===== config.mk =====
export PLATFORM = sky130hd
export DESIGN_NAME = seven_seg_scanner
export DESIGN_NICKNAME = d
export VERILOG_FILES = /design/src/rtl/seven_seg_scanner.sv
export SDC_FILE = /design/constraint.sdc
export NUM_CORES = 1
export LEC_CHECK = 0
export ABC_AREA = 0
export CAP_MARGIN = 20
export CELL_PAD_IN_SITES_DETAIL_PLACEMENT = 0
export CELL_PAD_IN_SITES_GLOBAL_PLACEMENT = 1
export CORE_MARGIN = 1.5
export CORE_UTILIZATION = 44
export CTS_BUF_LIST = sky130_fd_sc_hd__clkbuf_2 sky130_fd_sc_hd__clkbuf_4 sky130_fd_sc_hd__clkbuf_8
export DETAILED_ROUTE_END_ITERATION = 7
export PLACE_DENSITY_LB_ADDON = 0.1
export REMOVE_ABC_BUFFERS = 1
export SKIP_LAST_GASP = 1
export SLEW_MARGIN = 20
export SYNTH_ARGS = -nofsm -noshare
export SYNTH_HDL_FRONTEND = slang
export SYNTH_SLANG_ARGS = --single-unit

===== constraint.sdc =====
create_clock -name clk -period 2.9 [get_ports clk]
set_input_delay 0.58 -clock clk [delete_from_list [all_inputs] [get_ports clk]]
set_output_delay 0.58 -clock clk [all_outputs]
set_load 0.01 [all_outputs]

===== src/rtl/seven_seg_scanner.sv =====
// seven_seg_scanner: time-multiplexed 4-digit hex seven-segment driver.
// A refresh prescaler divides each digit slot into CLK_DIV cycles. A 2-bit
// scan index walks digits 0..3. A per-frame snapshot of the display register
// prevents tearing. The first BLANK_CYCLES of every slot keep all digit enables
// off to hide ghosting.
// Optional build macro: SEVEN_SEG_LEADING_ZERO_BLANK_EN suppresses leading
// zero digits (3..1) based on the snapshot.
module seven_seg_scanner #(
  parameter int CLK_DIV        = 1024,
  parameter int BLANK_CYCLES   = 16,
  parameter int INPUT_INVERTED = 1,
  parameter int SEG_ACTIVE_LOW = 1
) (
  input  logic        clk,
  input  logic        rst,
  input  logic [15:0] display_in,
  input  logic        blank,
  input  logic [3:0]  dp_mask,
  output logic [6:0]  seg_n,
  output logic        dp_n,
  output logic [3:0]  digit_sel_n,
  output logic        frame_start
);

  localparam int PW = $clog2(CLK_DIV);
  localparam logic [PW-1:0] PRE_LAST = PW'(CLK_DIV - 1);
  localparam logic [PW-1:0] PRE_PEN  = PW'(CLK_DIV - 2);
  localparam logic [PW:0]   BLANK_W  = (PW+1)'(BLANK_CYCLES);

  // Pin levels that mean "off" for the chosen polarity.
  localparam logic [6:0] SEG_OFF = (SEG_ACTIVE_LOW != 0) ? 7'h7F : 7'h00;
  localparam logic       DP_OFF  = (SEG_ACTIVE_LOW != 0) ? 1'b1  : 1'b0;
  localparam logic [3:0] SEL_OFF = (SEG_ACTIVE_LOW != 0) ? 4'hF  : 4'h0;

  logic [PW-1:0] prescaler;
  logic [1:0]    digit_idx;
  logic [15:0]   snapshot;

  logic [3:0] nibble;
  logic [6:0] seg_hi;
  logic       dp_hi;
  logic [3:0] sel_hi;
  logic       digit_on;
  logic       suppress;
  logic       frame_next;

  // Hex digit to active-high gfedcba segment pattern.
  function automatic logic [6:0] hex_to_seg(input logic [3:0] v);
    case (v)
      4'h0: return 7'h3F;
      4'h1: return 7'h06;
      4'h2: return 7'h5B;
      4'h3: return 7'h4F;
      4'h4: return 7'h66;
      4'h5: return 7'h6D;
      4'h6: return 7'h7D;
      4'h7: return 7'h07;
      4'h8: return 7'h7F;
      4'h9: return 7'h6F;
      4'hA: return 7'h77;
      4'hB: return 7'h7C;
      4'hC: return 7'h39;
      4'hD: return 7'h5E;
      4'hE: return 7'h79;
      default: return 7'h71;
    endcase
  endfunction

  // Prescaler, scan index and per-frame snapshot of the display register.
  always_ff @(posedge clk) begin
    if (rst) begin
      prescaler <= '0;
      digit_idx <= 2'd0;
      snapshot  <= 16'h0000;
    end else if (prescaler == PRE_LAST) begin
      prescaler <= '0;
      digit_idx <= digit_idx + 2'd1;
      if (digit_idx == 2'd3) begin
        snapshot <= (INPUT_INVERTED != 0) ? ~display_in : display_in;
      end
    end else begin
      prescaler <= prescaler + PW'(1);
    end
  end

`ifdef SEVEN_SEG_LEADING_ZERO_BLANK_EN
  // Hide a digit when it and every more significant nibble are zero; digit 0 always shows.
  always_comb begin
    suppress = 1'b0;
    case (digit_idx)
      2'd3: suppress = (snapshot[15:12] == 4'h0);
      2'd2: suppress = (snapshot[15:8]  == 8'h00);
      2'd1: suppress = (snapshot[15:4]  == 12'h000);
      default: suppress = 1'b0;
    endcase
  end
`else
  assign suppress = 1'b0;
`endif

  // Next output values, active-high, derived from the current scan state.
  always_comb begin
    nibble   = snapshot[{digit_idx, 2'b00} +: 4];
    seg_hi   = hex_to_seg(nibble);
    dp_hi    = dp_mask[digit_idx];
    digit_on = ({1'b0, prescaler} >= BLANK_W) && !blank && !suppress;
    sel_hi   = digit_on ? (4'b0001 << digit_idx) : 4'b0000;
    // Looks one cycle ahead so the registered pulse lands in the cycle
    // whose closing edge loads the new snapshot.
    frame_next = (prescaler == PRE_PEN) && (digit_idx == 2'd3);
  end

  // Registered pin drive with polarity applied; reset forces everything off.
  always_ff @(posedge clk) begin
    if (rst) begin
      seg_n       <= SEG_OFF;
      dp_n        <= DP_OFF;
      digit_sel_n <= SEL_OFF;
      frame_start <= 1'b0;
    end else begin
      seg_n       <= (SEG_ACTIVE_LOW != 0) ? ~seg_hi : seg_hi;
      dp_n        <= (SEG_ACTIVE_LOW != 0) ? ~dp_hi  : dp_hi;
      digit_sel_n <= (SEG_ACTIVE_LOW != 0) ? ~sel_hi : sel_hi;
      frame_start <= frame_next;
    end
  end

endmodule


==> results.py <==
metrics = {
    "outcome": {
        "outcome": "completed",
    },
    "clocking": {
        "cts_hold_buf": 0,
        "post_cts_buffers": 0,
        "cts_sinks": 41,
        "clock_latency_ns": 0.29,
        "ctsHtreeMaxLevel": 2,
        "cts_buffers": 5,
        "path_clk_slew_ns": 0.07,
        "cts_buffer_depth": 2,
        "ctsResizeCount": 0,
        "cts_tree": "yes",
        "clock-root-buffer": "clkbuf_8",
    },
    "die": {
        "dieArea_um2": 4749,
        "dieHeight_um": 68.92,
        "start_util_pct": 46.79,
        "core_um2": 4086,
        "rows": 23,
        "io_pins": 36,
        "die_w_um": 68.92,
    },
    "global_route": {
        "grt_usage_pct": 17.80,
        "antenna_found_initial": 0,
        "grt_pass1_vias": 1389,
        "grt-ovfl-total": 0,
        "grt_pass1_wl_um": 6306,
        "grt_max_degree": 24,
    },
    "finish": {
        "fin_cells": 273,
        "syn2layout_area_growth_pct": 24.15,
        "layout.nets": 258,
        "n_antenna_cell": 0,
        "drive_above_1_share_pct": 9.417,
    },
    "synthesis": {
        "synthCells": 189,
        "netlist.area_leader.share_pct": 42.93,
        "synth_area_um2": 1912,
        "ys.flop_type": "dfxtp_1",
        "synth_area_leaders": "dfxtp_1 43%, ha_1 8.5%, a211oi_1 6.3%",
        "ys_ff_latch": 41,
        "synth_top_area_cell": "dfxtp_1",
        "ys_seq_area_share_pct": 42.93,
        "ys_top_cells_by_count": "41 x dfxtp_1, 20 x a21oi_1, 16 x a211oi_1",
        "yosys_warnings": 0,
        "synth_cell_types": 40,
        "synth.avg_cell_area_um2": 10.12,
        "synth-async-reset-ratio_pct": 0,
        "yosysMostFrequentCell": "dfxtp_1",
        "synth_edf_count": 0,
    },
    "routing": {
        "vias": 1477,
        "firstDrtPassIters": 4,
        "via_per_inst": 5.410,
        "ant_nets": 0,
        "avgRoutedWirePerCell_um": 13.68,
        "drc_errors": 0,
        "drt_wl_total_um": 3735,
        "first_iter_violations": 65,
    },
    "worst_setup_path": {
        "end_kind": "register",
        "worstSetupPathType": "reg -> reg",
        "path_max_fanout": 6,
        "critPathMaxStageDelay_ns": 0.70,
        "worstPathRequired_ns": 3.06,
        "cpMaxStageDelayCell": "mux4_1",
        "critPathBufInv": 0,
        "cp_cell_sequence": "mux4_1 -> ha_1 -> mux2_4 -> nand2_2 -> o211ai_2",
        "worstPathArrival_ns": 2.13,
        "cp_top_family": "multiplexers",
        "worstSetupStartpointType": "register",
    },
    "placed_design": {
        "numPortBuffers": 35,
        "gp_congestion": 0.7760,
        "pre_cts_slack_ns": 0.9228,
        "dp_hpwl_um": 2743,
        "dp.cells": 265,
    },
    "timing": {
        "layout_setup_ws_ns": 0.9328,
        "clock.fmax_mhz": 508.3,
        "layout_min_cycle_time_ns": 1.967,
        "setup_violations": 0,
        "fin_crit_sh_pct": 67.84,
        "rsz0062_at_grt": "no",
        "tightest_slew_ns": 0.5896,
        "whs_ns": 0.5160,
        "fin_skew_ns": 0.003907,
        "final.setup.tns_ns": 0,
        "slew_headroom_pct": 60.69,
        "finalMaxSlewViolations": 0,
        "finalHoldViolCount": 0,
    },
    "job": {
        "drv_cap": 0,
    },
    "pwr": {
        "ir_worst_vdd_v": 0.0002649,
        "powerDensity_nw_per_um2": 432.5,
        "leakagePower_nw": 0.8501,
    },
    "min_path": {
        "hold_class": "reg -> reg",
    },
}
## through the flow
stage	utilization (%)	area, um^2	power, mW
floorplan	-	1832	0.6071
CTS	58.08	2374	1.040
finish	58.08	2374	1.027
detailed placement	55.85	2282	0.6603
global route	58.08	2374	1.073
global placement	55.85	2282	0.6589
## kinds of logic (layout without fill, tap and decap cells)
kind of cell | count (synthesis) | in the layout | share of synthesized area (%)
AO/OA/AOI/OAI | 46 | 46 | 15.90
buffers and inverters | 24 | 58 | 6.152
multiplexers | 9 | 9 | 8.900
adder cells (fa/ha/maj) | 13 | 13 | 8.508
flip-flops | 41 | 41 | 42.93
AND/OR/NAND/NOR | 48 | 48 | 13.94
XOR/XNOR | 8 | 8 | 3.665
## final cells by class
| class | instances | area [um^2] |
|---|---|---|
| Clock buffer | 8 | 91.34 |
| Inverter | 10 | 37.54 |
| Tap cell | 50 | 62.56 |
| Fill cell | 349 | 1713 |
| Timing Repair Buffer | 40 | 387.9 |
| Multi-Input combinational cell | 124 | 973.4 |
| Sequential cell | 41 | 820.8 |
## where the power goes
group | switching (mW) | total, mW | internal (mW)
registers | 0.00725 | 0.579 | 0.571
logic | 0.0239 | 0.0681 | 0.0442
clock network | 0.181 | 0.380 | 0.199
## path summary, 6_finish.rpt
path | endpoint | slack [ns] | depth (start not counted) | from
max | seg_n[5] | 0.93 | 5 | digit_idx[0]
min | snapshot[12] | 0.52 | 2 | snapshot[12]
max reg2reg | seg_n[5] | 0.93 | 5 | digit_idx[0]
min reg2reg | snapshot[12] | 0.52 | 2 | snapshot[12]
## routing by layer
metal  vias up  track usage, %  part of all wire, %
met5         -               0                    0
li1        757               -                    -
met1       680           23.11                   48
met4         0           5.147                 0.51
met3         2           5.032                  5.4
met2        38           28.85                   46
## sequential cells by signal (all words and copies together) (netlist names)
signal / flops
dp_n: 1
seg_n: 7
prescaler: 10
snapshot: 16
frame_start: 1
digit_idx: 2
digit_sel_n: 4
## placed cells by master (no fill, tap or decap), types with 5 or more instances in the layout
cell type        netlist  routed
a211oi_1              16      16
a21oi_1               20      20
buf_4                  0       5
clkbuf_8               0       5
clkdlybuf4s50_1        0      35
dfxtp_1               41      41
ha_1                  13      13
inv_1                 10      10
nand2_1               10      10
nand3_1                6       6
nand4_1                5       5
nor2_1                 8       8
nor3_1                 6       6
## worst reg2reg max path, stage by stage (launching register included)
cell and delay, ns:
dfxtp_1 0.39, mux4_1 0.70, ha_1 0.32, mux2_4 0.28
nand2_2 0.07, o211ai_2 0.08
No activity file was read; power rests on OpenSTA's default activity.
==> edit 1: new RTL, same flow settings <==
Register the output `digit_sel_n` once more, with the module's reset; this adds one clock of latency there. The other outputs are not delayed to match.
--- a/src/rtl/seven_seg_scanner.sv
+++ b/src/rtl/seven_seg_scanner.sv
@@ -32,4 +32,6 @@
   localparam logic       DP_OFF  = (SEG_ACTIVE_LOW != 0) ? 1'b1  : 1'b0;
   localparam logic [3:0] SEL_OFF = (SEG_ACTIVE_LOW != 0) ? 4'hF  : 4'h0;
+
+  logic [3:0] digit_sel_n_s0;
 
   logic [PW-1:0] prescaler;
@@ -116,11 +118,19 @@
       seg_n       <= SEG_OFF;
       dp_n        <= DP_OFF;
-      digit_sel_n <= SEL_OFF;
+      digit_sel_n_s0 <= SEL_OFF;
       frame_start <= 1'b0;
     end else begin
       seg_n       <= (SEG_ACTIVE_LOW != 0) ? ~seg_hi : seg_hi;
       dp_n        <= (SEG_ACTIVE_LOW != 0) ? ~dp_hi  : dp_hi;
-      digit_sel_n <= (SEG_ACTIVE_LOW != 0) ? ~sel_hi : sel_hi;
+      digit_sel_n_s0 <= (SEG_ACTIVE_LOW != 0) ? ~sel_hi : sel_hi;
       frame_start <= frame_next;
+    end
+  end
+
+  always_ff @(posedge clk) begin
+    if (rst) begin
+      digit_sel_n <= '0;
+    end else begin
+      digit_sel_n <= digit_sel_n_s0;
     end
   end
Check against the original RTL: not equivalent (Yosys sat finds a counterexample within 4 cycles, from zero or initial values and one cycle with rst high).
==> edit 1 against the unedited design <==
- wire length shrank 2.2%
- area after synthesis rose by 2.0%
- first-iteration DRC count up 3.1%
- clock skew increased by 5.7 ps
- critical endpoint is now seg_n[1]
- sequential cell count grew 4
- design area is 2.5% higher
- setup slack got worse by 170 ps
- power rose by 14%
- via count is 0.20% higher
==> edit 1: results (changes against the unedited design) <==
- Outcome: completed
* Final Wtd Congestion: 0.793 (+2.2%)
* Capture point of the worst reg-to-reg path: seg_n[1]
- The minimum setup slack among reg-to-reg paths is 760 ps (-170 ps).
* Count of cells along the worst hold path: 1 (-1)
- Count of different cell masters after synthesis: 37 (-7.5%)
- The sequential-to-total area share from yosys stat came to 46.2% (+3.3 points).
- By count the netlist is led by 45 x sky130_fd_sc_hd__dfxtp_1, 26 x sky130_fd_sc_hd__nor2_1, 16 x sky130_fd_sc_hd__a211oi_1.
* Largest net degree at the start of global routing: 33 (+38%)
- The global-route wire length before repair was 6220 um (-1.4%).
- The static power due to leakage came to 0.868 nW (+2.1%).
- Placeable core region: 4290 um^2 (+5.1%)
* Fraction of layout instances using a drive strength above 1: 8.33% (-1.1 points)
- The via count of the first global-routing pass is 1399 (+0.72%).
- The final-stage net count came to 264 (+2.3%).
- Hold Crit Endpoint: digit_sel_n[3]
* Final Skew: 9.64 ps (+5.73 ps)
* Data arrival time of the worst path: 2320 ps (+190 ps)
- Dpl hpwl: 2630 um (-4.0%)
* Clock input transition at the sequential cells of the worst setup and hold paths: 90 ps (+20 ps)
* Internal power component: 0.931 mW (+14%)
* Post-placement cell area: 2330 um^2 (+2.1%)
- Largest fanout on the critical path: 9 (+3)
- Transition time of the tightest slew-check pin: 529 ps (-60.7 ps)
- At the later pin of the worst-skew pair, clock insertion delay measures 300 ps.
* Cell types with the largest area share after synthesis: sky130_fd_sc_hd__dfxtp_1 46%, sky130_fd_sc_hd__ha_1 8.3%, sky130_fd_sc_hd__a211oi_1 6.2%
- The worst hold path begins at digit_sel_n_s0[3].
* Overall fraction of global-route tracks in use: 16.0% (-1.8 points)
- Detailed router's first-iteration violation count: 67 (+3.1%)
- Final routed wire length divided by cell count: 13.0 um (-4.7%)
## edit 1: changes by cell type in the layout (fill, tap and decap cells not counted), sizes merged, moves of 4 or more
cell,before,now
a21oi,20,7
dfxtp,41,45
nor2,8,26
nor2b,1,5
o21ai,2,6
## edit 1: cell families (layout without fill, tap and decap cells)
| group | after synthesis | after routing | share of synthesized area [%] |
|---|---|---|---|
| XOR/XNOR | 7 | 7 | 3.15 |
| adder cells (fa/ha/maj) | 13 | 13 | 8.34 |
| flip-flops | 45 | 45 | 46.2 |
| multiplexers | 9 | 9 | 8.28 |
| AO/OA/AOI/OAI | 35 | 35 | 11.9 |
| AND/OR/NAND/NOR | 65 | 65 | 16.8 |
| buffers and inverters | 19 | 54 | 5.33 |
## edit 1: how the worst max path moves through the flow
stage,from,slack (ps),endpoint,cells past startpoint
5_1_grt,digit_idx[0],620,seg_n[1],4
4_1_cts,digit_idx[0],730,seg_n[1],4
2_1_floorplan,digit_idx[0],260,snapshot[0],5
3_3_place_gp,digit_idx[0],850,seg_n[1],3
3_5_place_dp,digit_idx[0],760,seg_n[1],3
6_report,digit_idx[0],760,seg_n[1],4
## edit 1: power by group through the flow
stage	sequential, mW	clock [mW]	combinational, mW
after floorplan	0.655	0	0.0151
after global placement	0.652	0	0.0796
after detailed placement	0.652	0	0.0801
after CTS	0.637	0.470	0.0803
after global routing	0.638	0.497	0.0864
final	0.637	0.458	0.0796
## edit 1: metal layers
layer | track usage (%) | up-vias | wire, um
met2 | 24.7 | 44 | 1610
met1 | 21.2 | 685 | 1800
met4 | 6.32 | 0 | 56
li1 | - | 745 | -
met3 | 4.51 | 6 | 187
met5 | 0 | - | 0
## edit 1: through the flow
step	hold slack [ps]	std cells
2_1_floorplan	414	182
3_3_place_gp	418	273
3_5_place_dp	423	273
4_1_cts	443	280
5_1_grt	460	280
6_report	442	280
## edit 1: area by class of cell
class / count / area (um^2)
Fill cell: 381 / 1860
Multi-Input combinational cell: 129 / 953
Sequential cell: 45 / 901
Timing Repair Buffer: 39 / 380
Clock buffer: 5 / 68.8
Tap cell: 52 / 65.1
Clock inverter: 2 / 35.0
Inverter: 8 / 30.0
## edit 1: worst max-delay path, cell delays in order, from the launching register on
cell	delay (ps)
sky130_fd_sc_hd__dfxtp_1	610
sky130_fd_sc_hd__mux4_2	630
sky130_fd_sc_hd__inv_1	170
sky130_fd_sc_hd__ha_1	270
sky130_fd_sc_hd__a221o_1	340
==> edit 2: new RTL, config.mk and constraints unchanged <==
Made on the original files. Set the parameter `CLK_DIV` to 256 (it was 1024).
--- a/src/rtl/seven_seg_scanner.sv
+++ b/src/rtl/seven_seg_scanner.sv
@@ -7,5 +7,5 @@
 // zero digits (3..1) based on the snapshot.
 module seven_seg_scanner #(
-  parameter int CLK_DIV        = 1024,
+  parameter int CLK_DIV        = 256,
   parameter int BLANK_CYCLES   = 16,
   parameter int INPUT_INVERTED = 1,
Function: no difference found for any inputs over 10 cycles, from zero or initial values and one cycle with rst high; that may be too few to reach the edited logic, so the function may still have changed.
==> edit 2 against the unedited design <==
- hold slack got worse by 16 ps
- first-iteration DRC count is 37% lower
- via count decreased by 13%
- power down 4.3%
- maximum frequency is 5.3% lower
- wire length down 14%
- area after synthesis shrank 9.6%
- setup slack lost 110 ps
- sequential cell count down 2
- design area is 8.0% lower
==> edit 2: results (changes against the unedited design) <==
- The power consumed by sequential cells was 0.550 mW (-5.0%).
* Cell types with the largest area share after synthesis: sky130_fd_sc_hd__dfxtp_1 45%, sky130_fd_sc_hd__ha_1 9.4%, sky130_fd_sc_hd__a211oi_1 6.9%
* Proportion of power drawn by the clock network: 37.5% (+0.5 points)
* Number of filler instances in the final layout: 329 (-5.7%)
* Maximum clock frequency: 481 MHz (-5.3%)
* Drt via density: 4.98 (-8.0%)
* Vias in the first global route: 1265 (-8.9%)
- Worst hold slack after final layout: 500 ps (-15.7 ps)
- The met2 routing resource usage after global routing came to 28.3% (-0.56 points).
- The minimum setup slack among reg-to-reg paths came to 820 ps (-110 ps).
- Final Wtd Congestion: 0.840 (+8.2%)
* Routed length on met2: 1460 um (-14%)
- Transition time of the tightest slew-check pin: 521 ps (-68.7 ps)
* Largest net degree at the start of global routing: 33 (+38%)
- The static power due to leakage was 0.765 nW (-10%).
- The largest registers in the layout are snapshot: 16 flops, prescaler: 8 flops, seg_n: 7 flops.
- The xor/xnor cell area share of the yosys netlist was 3.04% (-0.63 points).
- In this run the most critical hold path is launched from prescaler[0].
* Fraction of layout instances using a drive strength above 1: 8.10% (-1.3 points)
- Outcome: completed
- The number of cells traversed by the worst hold path is 1 (-1).
* Endpoint of the most critical setup path: seg_n[3]
* Post-Layout Cell Count: 258 (-5.5%)
* Dpl hpwl: 2410 um (-12%)
* Synthesized area per cell: 9.88 um^2 (-2.3%)
==> edit 2: cell count changes after synthesis, moves of 3 or more <==
cell | before | now
sky130_fd_sc_hd__o21ai_0 | 1 | 4
sky130_fd_sc_hd__nor3_1 | 6 | 2
sky130_fd_sc_hd__nor2_1 | 8 | 29
sky130_fd_sc_hd__nand4_1 | 5 | 2
sky130_fd_sc_hd__a21oi_1 | 20 | 6
sky130_fd_sc_hd__clkbuf_1 | 6 | 3
sky130_fd_sc_hd__and4_1 | 3 | 0
==> edit 2: final cells by class <==
cell class,instances,area [um^2],area share (%)
clock inverter,1,5.00,0.229
inverter,10,37.5,1.72
tap,48,60.1,2.75
multi-input combinational,117,852,39.0
clock buffer,6,82.6,3.78
sequential,39,781,35.8
timing repair buffer,37,365,16.7
==> edit 2: worst max-delay path, delay by kind of cell (launching register included) <==
kind,cells,cell delay [ps]
AOI/OAI and AO/OA,2,290
and+or+nand+nor,1,120
adders and majority gates,1,290
DFF,1,640
muxes,1,650
